===== src/rtl/alu_pkg.sv =====
// Shared types for the ALU operand-issue stage: ALU op codes, instruction field positions
// and the decoded instruction record.
package alu_pkg;

  typedef enum logic [1:0] {
    ALU_ADD = 2'b00,
    ALU_SUB = 2'b01,
    ALU_AND = 2'b10,
    ALU_OR  = 2'b11
  } alith_e;

  localparam int INSTR_W     = 16;
  localparam int ALITH_HI    = 15;
  localparam int ALITH_LO    = 14;
  localparam int RD_HI       = 13;
  localparam int RD_LO       = 11;
  localparam int RS1_HI      = 10;
  localparam int RS1_LO      = 8;
  localparam int RS2_HI      = 7;
  localparam int RS2_LO      = 5;
  localparam int IMM_SEL_BIT = 4;
  localparam int IMM_HI      = 3;
  localparam int IMM_LO      = 0;

  typedef struct packed {
    alith_e     alith;
    logic [2:0] rd;
    logic [2:0] rs1;
    logic [2:0] rs2;
    logic       imm_sel;
    logic [3:0] imm4;
  } instr_t;

  function automatic instr_t decode(input logic [INSTR_W-1:0] raw);
    instr_t d;
    d.alith   = alith_e'(raw[ALITH_HI:ALITH_LO]);
    d.rd      = raw[RD_HI:RD_LO];
    d.rs1     = raw[RS1_HI:RS1_LO];
    d.rs2     = raw[RS2_HI:RS2_LO];
    d.imm_sel = raw[IMM_SEL_BIT];
    d.imm4    = raw[IMM_HI:IMM_LO];
    return d;
  endfunction

endpackage


===== src/rtl/alu_regfile.sv =====
// Architectural register file: two combinational operand reads, one debug read and one
// synchronous write port. r0 is hardwired to zero on both the read and write side.
module alu_regfile #(
  parameter int NREGS = 8,
  parameter int DW    = 16
) (
  input  logic                     clk,
  input  logic                     rst_n,
  input  logic [$clog2(NREGS)-1:0] raddr1,
  input  logic [$clog2(NREGS)-1:0] raddr2,
  input  logic [$clog2(NREGS)-1:0] dbg_addr,
  output logic [DW-1:0]            rdata1,
  output logic [DW-1:0]            rdata2,
  output logic [DW-1:0]            dbg_data,
  input  logic                     we,
  input  logic [$clog2(NREGS)-1:0] waddr,
  input  logic [DW-1:0]            wdata
);

  logic [DW-1:0] regs [NREGS];

  always_ff @(posedge clk or negedge rst_n) begin
    if (!rst_n) begin
      for (int i = 0; i < NREGS; i++) begin
        regs[i] <= '0;
      end
    end else if (we && (waddr != '0)) begin
      regs[waddr] <= wdata;
    end
  end

  assign rdata1   = (raddr1 == '0)   ? '0 : regs[raddr1];
  assign rdata2   = (raddr2 == '0)   ? '0 : regs[raddr2];
  assign dbg_data = (dbg_addr == '0) ? '0 : regs[dbg_addr];

endmodule


===== src/rtl/alu_issue.sv =====
// Operand-issue stage feeding the combinational 16-bit ALU and writing its result back.
// Build option OPERAND_FWD_EN: bypass alu_out into hazarding operands instead of interlocking.
module alu_issue
  import alu_pkg::*;
#(
  parameter int NREGS = 8,
  parameter int DW    = 16
) (
  input  logic                     clk,
  input  logic                     rst_n,
  input  logic                     instr_valid,
  output logic                     instr_ready,
  input  logic [INSTR_W-1:0]       instr,
  input  logic                     stall,
  output logic [1:0]               alith,
  output logic [DW-1:0]            source1,
  output logic [DW-1:0]            source2,
  output logic                     ex_valid,
  input  logic [DW-1:0]            alu_out,
  output logic [15:0]              retire_count,
  input  logic [$clog2(NREGS)-1:0] dbg_addr,
  output logic [DW-1:0]            dbg_data
);

  localparam int AW = $clog2(NREGS);

  instr_t        dec;
  logic [AW-1:0] rs1;
  logic [AW-1:0] rs2;
  logic [AW-1:0] rd;
  logic [AW-1:0] rd_ex;
  logic [DW-1:0] rdata1;
  logic [DW-1:0] rdata2;
  logic [DW-1:0] imm_ext;
  logic [DW-1:0] op1;
  logic [DW-1:0] op2;
  logic          accept;
  logic          writeback;
  logic          hit1;
  logic          hit2;

  assign dec     = decode(instr);
  assign rs1     = AW'(dec.rs1);
  assign rs2     = AW'(dec.rs2);
  assign rd      = AW'(dec.rd);
  assign imm_ext = DW'(dec.imm4);

  // The instruction in EX retires on any edge where it is not held by stall.
  assign writeback = ex_valid && !stall;
  assign hit1      = writeback && (rd_ex != '0) && (rd_ex == rs1);
  assign hit2      = writeback && (rd_ex != '0) && !dec.imm_sel && (rd_ex == rs2);

  alu_regfile #(
    .NREGS (NREGS),
    .DW    (DW)
  ) u_regfile (
    .clk      (clk),
    .rst_n    (rst_n),
    .raddr1   (rs1),
    .raddr2   (rs2),
    .dbg_addr (dbg_addr),
    .rdata1   (rdata1),
    .rdata2   (rdata2),
    .dbg_data (dbg_data),
    .we       (writeback),
    .waddr    (rd_ex),
    .wdata    (alu_out)
  );

`ifdef OPERAND_FWD_EN
  assign instr_ready = !stall;
  assign op1         = hit1 ? alu_out : rdata1;
  assign op2         = dec.imm_sel ? imm_ext : (hit2 ? alu_out : rdata2);
`else
  // Interlock: hold off the reader for one cycle so it sees the register after writeback.
  assign instr_ready = !stall && !(instr_valid && (hit1 || hit2));
  assign op1         = rdata1;
  assign op2         = dec.imm_sel ? imm_ext : rdata2;
`endif

  assign accept = instr_valid && instr_ready;

  always_ff @(posedge clk or negedge rst_n) begin
    if (!rst_n) begin
      alith    <= '0;
      source1  <= '0;
      source2  <= '0;
      rd_ex    <= '0;
      ex_valid <= 1'b0;
    end else if (!stall) begin
      ex_valid <= accept;
      if (accept) begin
        alith   <= dec.alith;
        source1 <= op1;
        source2 <= op2;
        rd_ex   <= rd;
      end
    end
  end

  always_ff @(posedge clk or negedge rst_n) begin
    if (!rst_n) begin
      retire_count <= '0;
    end else if (writeback) begin
      retire_count <= retire_count + 16'd1;
    end
  end

endmodule

===== config.mk =====
export PLATFORM = sky130hd
export DESIGN_NAME = alu_issue
export DESIGN_NICKNAME = d
export VERILOG_FILES = /design/src/rtl/alu_pkg.sv /design/src/rtl/alu_regfile.sv /design/src/rtl/alu_issue.sv
export SDC_FILE = /design/constraint.sdc
export NUM_CORES = 1
export LEC_CHECK = 0
export ABC_AREA = 1
export BUFFER_PORTS_ARGS = -buffer_cell sky130_fd_sc_hd__buf_2
export CORE_ASPECT_RATIO = 0.9
export CORE_MARGIN = 3
export CORE_UTILIZATION = 64
export DETAILED_ROUTE_END_ITERATION = 10
export GPL_TIMING_DRIVEN = 0
export MAX_ROUTING_LAYER = met4
export PLACE_DENSITY = 0.86
export REMOVE_ABC_BUFFERS = 1
export SLEW_MARGIN = 20
export SYNTH_ARGS = -nofsm -noshare
export SYNTH_HDL_FRONTEND = slang
export SYNTH_SLANG_ARGS = --single-unit

===== constraint.sdc =====
create_clock -name clk -period 4 [get_ports clk]
set_input_delay 0.2 -clock clk [delete_from_list [all_inputs] [get_ports clk]]
set_output_delay 0.2 -clock clk [all_outputs]
set_load 0.02 [all_outputs]

==> results of run 1 <==
worst max-delay path, stage by stage:
cell	delay [ps]
buf_2	800
inv_1	730
nand3_1	1000
nand2_1	110
a31oi_1	290
buf_2	230
metal layers:
layer  vias to the layer above  part of all wire [%]  track usage (%)
li1                       4758                     -                -
met1                      4648                    38            46.39
met2                       687                    46            54.87
met3                       129                    12            7.878
met4                         0                   4.0            15.13
met5                         -                     0                -
final cells by class:
cell class | instances | area (µm²) | area share (%)
Clock buffer | 19 | 442.9 | 3.878
Clock inverter | 13 | 172.7 | 1.512
Inverter | 141 | 529.3 | 4.634
Multi-Input combinational cell | 1013 | 4662 | 40.81
Sequential cell | 182 | 4554 | 39.87
Tap cell | 202 | 252.7 | 2.213
Timing Repair Buffer | 125 | 808.3 | 7.076
worst paths after layout:
path,slack (ps),cells past startpoint,end
max in group asynchronous,2750,4,u_regfile.regs[70]$_DFFE_PN0P_
max,420,6,dbg_data[0]
max reg2reg,1570,10,source1[3]$_DFFE_PN0P_
min,4,3,u_regfile.regs[77]$_DFFE_PN0P_
min reg2reg,380,0,u_regfile.regs[120]$_DFFE_PN0P_
min in group asynchronous,250,2,u_regfile.regs[72]$_DFFE_PN0P_
logic make-up after synthesis:
group,count (synthesis),synth area share [%]
buf+inv,251,9.709
flops,182,44.79
fa+ha+maj,1,0.1230
simple gates,643,25.47
compound gates,358,18.96
xor+xnor,11,0.9474
registers in the layout, indices dropped and copies added, names as in the netlist:
signal	count
ex_valid	1
source2	16
rd_ex	3
u_regfile.regs	128
source1	16
alith	2
retire_count	16
placed cells by master, fill, tap and decap left out, drive strengths merged:
cell	instances
nand2	455
o21ai	214
dfrtp	182
inv	142
buf	114
nand3	94
a21oi	81
nor2	77
o211ai	46
clkbuf	19
a31oi	16
nand4	12
dlygate4sd3	11
xor2	6
xnor2	5
clkinv	5
nor3	4
clkinvlp	4
bufinv	3
o22ai	1
nor4	1
ha	1
power by group through the flow:
stage / combinational, mW / sequential (mW) / clock (mW)
floorplan: 1.13 / 2.87 / 0
global placement: 1.68 / 2.82 / 0
detailed placement: 1.78 / 2.84 / 0
CTS: 1.81 / 2.82 / 1.77
global route: 2.08 / 2.91 / 1.86
finish: 1.83 / 2.84 / 1.77
timing repair:
item | in CTS | in global routing
endpoints found under the setup margin | 0 | 0
resized for setup | 0 | 0
hold buffers | 11 | 0
endpoints found under the hold margin | 62 | 0
stage by stage:
stage | total power, mW | setup WS, ps | area (µm²)
2_1_floorplan | 3.999 | 1553 | 9711
3_3_place_gp | 4.506 | -787.4 | 10490
3_5_place_dp | 4.617 | 472.4 | 10690
4_1_cts | 6.396 | 468.1 | 11420
5_1_grt | 6.847 | 469.7 | 11420
6_report | 6.438 | 422.0 | 11420
==> impl_metrics.yaml, run 1 <==
setup_path:
  critPathMaxFanout: 45
  start_kind: "input port"
  crit_required_ps: 3800
  timing.rr.start: "rd_ex[0]$_DFFE_PN0P_"
  setup.worst_path.start: "dbg_addr[1]"
  cp-end-kind: "output pin"
  arrival_ps: 3380
  path_class: "in2out"
logic_synthesis:
  synthCells: 1446
  synth_edf_count: 0
  synth_area_um2: 10170
  ys.flop_type: "dfrtp_1"
  yosysSeqAreaShare_pct: 44.79
  synth_warnings: 0
  synth.most_common_cell: "nand2_1"
  avgSynthCellArea_um2: 7.032
  yosys.area.top_type: "dfrtp_1"
  netlist_top_cells_count: "nand2_1 (454), o21ai_0 (213), dfrtp_1 (182)"
  ys_ff_latch: 182
  synth.area.top_cells: "dfrtp_1 (45%), nand2_1 (17%), o21ai_0 (10%), inv_1 (4.8%), nand3_1 (4.6%)"
  synthArstFlopShare_pct: 100.0
  synth_top_cell_area_share_pct: 44.79
  ys_types: 26
pwr:
  p_int_mw: 4.047
  p_clk_share_pct: 27.4
  p_leak_nw: 5.834
  switching_share_pct: 37.15
  ir_drop_uv: 440.4
  power_switching_mw: 2.392
  combPwrFrac_pct: 28.4
  pwr_density_cell_nw_per_um2: 563.7
  seqPwrFrac_pct: 44.2
detailed_routing:
  drt_iter0_drc: 1430
  firstDrtPassIters: 8
  drt-total-wl_mm: 30.34
  drc: 0
  wl_per_cell_um: 17.90
  vias: 10220
  viasPerCell: 6.031
  ant_nets: 0
die:
  fp.dieH_um: 125.6
  io_pins: 107
  row_count: 43
  core-area_um2: 15490
  dieArea_um2: 17440
  die_x_um: 138.9
  start_util_pct: 65.62
sta:
  skew_ps: 13.60
  tns_ps: 0
  rsz0062_at_grt: "no"
  setup_viol: 0
  fin_hold_ws_ps: 4.390
  post-route-min-period_ps: 3578
  fmax_mhz: 279.5
  hold_violations: 0
  slew_viol_final: 0
  tightest_slew_ps: 1142
  min_period_over_period_pct: 89.45
  slew_headroom_pct: 23.68
final_layout:
  antennaDiodeCount: 0
  drive_gt1_share_pct: 11.05
  postLayoutCoreUtil_pct: 73.72
  areaGrowthSynthToFinish_pct: 12.33
  nFillCells: 1208
  nets: 1520
  fin_cells: 1695
min_path:
  hold_class: "in2reg"
  hold_start: "alu_out[13]"
global_routing:
  track_usage_pct: 35.76
  grt_antenna_before_repair: 0
  grt_pass1_vias: 9463
  grt-ovfl-total: 0
  grt_pass1_wl_mm: 48.37
  grt_max_degree: 90
clocking:
  clk_latency_ps: 450
  cts_buffer_depth: 2
  cts_setup_buffers: 0
  cts-root-buf: "clkbuf_16"
  cts.sinks: 182
  cts.clk_slew.worst_paths_ps: 70
  cts_tree: "yes"
  cts_buffers: 17
  htreeDepth: 4
place:
  place_hpwl_mm: 17.34
  io_buffers: 106
  dp_cells: 1652
  place_congestion: 0.8910
run:
  cap_violations: 0
status:
  status: "finished, final reports clean"
Power figures use the tool's default switching activity.
==> inputs of run 2 (changes only) <==
Settings changed: CORE_ASPECT_RATIO 0.9 to 2.
==> impl_metrics.yaml, run 2 (synthesized netlist as in run 1, its figures left out) <==
final_layout:
  largest_reg_flops: 128
  layout_commonest_cell: "nand2_1"
  top_register: "u_regfile.regs"
  postLayoutCoreUtil_pct: 73.29
  regArea_um2: 4554
  multi_input_comb_area_um2: 4667
  areaGrowthSynthToFinish_pct: 11.39
  antennaDiodeCount: 0
  final_cell_mix: "nand2_1 (450), o21ai_0 (213), dfrtp_1 (182)"
  nFillCells: 1219
  drive_gt1_share_pct: 11.21
  finalInstanceArea_um2: 11330
  nets: 1518
setup_path:
  crit_slowest_cell: "nand3_1"
  critPathMaxFanout: 45
  cp-end-kind: "output pin"
  cp.buffers_inverters: 3
  r2r_cells: 10
  start_kind: "input port"
  crit_path_max_incr_delay_ps: 1000
  arrival_ps: 3360
  crit_top_cell: "buf_2"
  crit_required_ps: 3800
  path_cells: "buf_2 > inv_1 > nand3_1 > nand2_1 > a31oi_1 > buf_2"
  timing.rr.start: "rd_ex[0]$_DFFE_PN0P_"
  path_class: "in2out"
  setup.worst_path.start: "dbg_addr[1]"
  crit_family: "buffers and inverters"
  r2r_setup_slack_ps: 1470
  r2r_end: "rd_ex[1]$_DFFE_PN0P_"
detailed_routing:
  firstDrtPassIters: 6
  viasPerCell: 6.175
  wl_per_cell_um: 18.51
  drt-total-wl_mm: 31.25
  ant_nets: 0
  drt_iter0_drc: 1205
  vias: 10420
  drc: 0
clocking:
  cts.clk_slew.worst_paths_ps: 70
  cts_tree: "yes"
  htreeDepth: 4
  cts-root-buf: "clkbuf_16"
  cts_buffers: 17
  cts.sinks: 182
  cts_buffer_depth: 2
  cts_setup_buffers: 0
  clk_latency_ps: 440
min_path:
  hold_class: "in2reg"
  hold_end: "u_regfile.regs[74]$_DFFE_PN0P_"
  hold_depth: 3
  hold_start: "alu_out[10]"
sta:
  post-route-min-period_ps: 3558
  slew_viol_final: 0
  setup_viol: 0
  tightest_slew_ps: 1119
  fmax_mhz: 281.0
  fin_hold_ws_ps: -1.176
  rsz0062_at_grt: "no"
  worst_slack_ps: 441.6
  hold_violations: 1
  min_period_over_period_pct: 88.96
  skew_ps: 11.10
  slew_headroom_pct: 25.19
global_routing:
  track_usage_pct: 37.62
  grt_max_degree: 97
  grt_pass1_vias: 10090
  grt_antenna_before_repair: 0
  grt-ovfl-total: 0
  grt_pass1_wl_mm: 49.11
status:
  status: "complete, but fails checks"
  violations: "negative hold slack"
pwr:
  p_leak_nw: 5.794
  pwr_density_cell_nw_per_um2: 555.9
  ir_drop_uv: 355.4
die:
  core-area_um2: 15450
  fp.dieH_um: 184.3
  io_pins: 107
  start_util_pct: 65.80
  die_x_um: 95.13
  dieArea_um2: 17530
  row_count: 64
run:
  cap_violations: 0
place:
  postPlaceCellArea_um2: 10670
  place_congestion: 0.9037
  place_hpwl_mm: 18.58
  place_ws_ps: 517.6
  io_buffers: 106
-- run 2: changes by cell type in the layout (fill, tap and decap cells not counted), moves of 2 or more --
| cell | before | now |
|---|---|---|
| bufinv_16 | 3 | 1 |
| dlygate4sd3_1 | 11 | 9 |
| nand2_1 | 452 | 450 |
| nand2_2 | 3 | 5 |
-- run 2: metrics by stage --
stage,power (mW),setup TNS [ps],std cells
2_1_floorplan,3.999,0,1336
3_3_place_gp,4.510,-42820,1640
3_5_place_dp,4.621,0,1648
4_1_cts,6.267,0,1688
5_1_grt,6.705,0,1688
6_report,6.297,0,1688
-- run 2: what timing repair did --
action | 4_1_cts | 5_1_grt
hold buffers | 9 | 0
gates resized for setup | 0 | 0
hold endpoints to repair | 103 | 0
-- run 2: metal layers --
layer	vias up	track usage [%]	wire length, µm
met5	-	-	0
met4	0	29.38	2467
met3	227	7.966	3281
met2	710	57.71	14700
met1	4727	41.81	10800
li1	4759	-	-
-- run 2: worst max path at each step --
stage                                         to  cells after the start
after global routing                 dbg_data[0]                      6
after detailed placement             dbg_data[1]                      6
final                                dbg_data[5]                      6
after floorplan           source1[0]$_DFFE_PN0P_                      9
after global placement               instr_ready                      8
after CTS                            dbg_data[5]                      6
-- run 2: area by class of cell --
cell class	instances	area share [%]
sequential	182	40.21
inverter	141	4.672
tap	198	2.187
timing repair buffer	123	6.749
clock buffer	18	3.877
clock inverter	13	1.105
multi-input combinational	1013	41.20
-- run 2: power breakdown --
part           total [mW]  switching (mW)  internal (mW)
registers            2.84           0.445           2.40
logic                1.83            1.19          0.640
clock network        1.63           0.751          0.877
-- run 2: tightest hold or removal path, delay by kind of cell --
kind / cells / cell delay, ps
AOI/OAI and AO/OA: 1 / 60
and+or+nand+nor: 1 / 40
buffers and inverters: 1 / 90
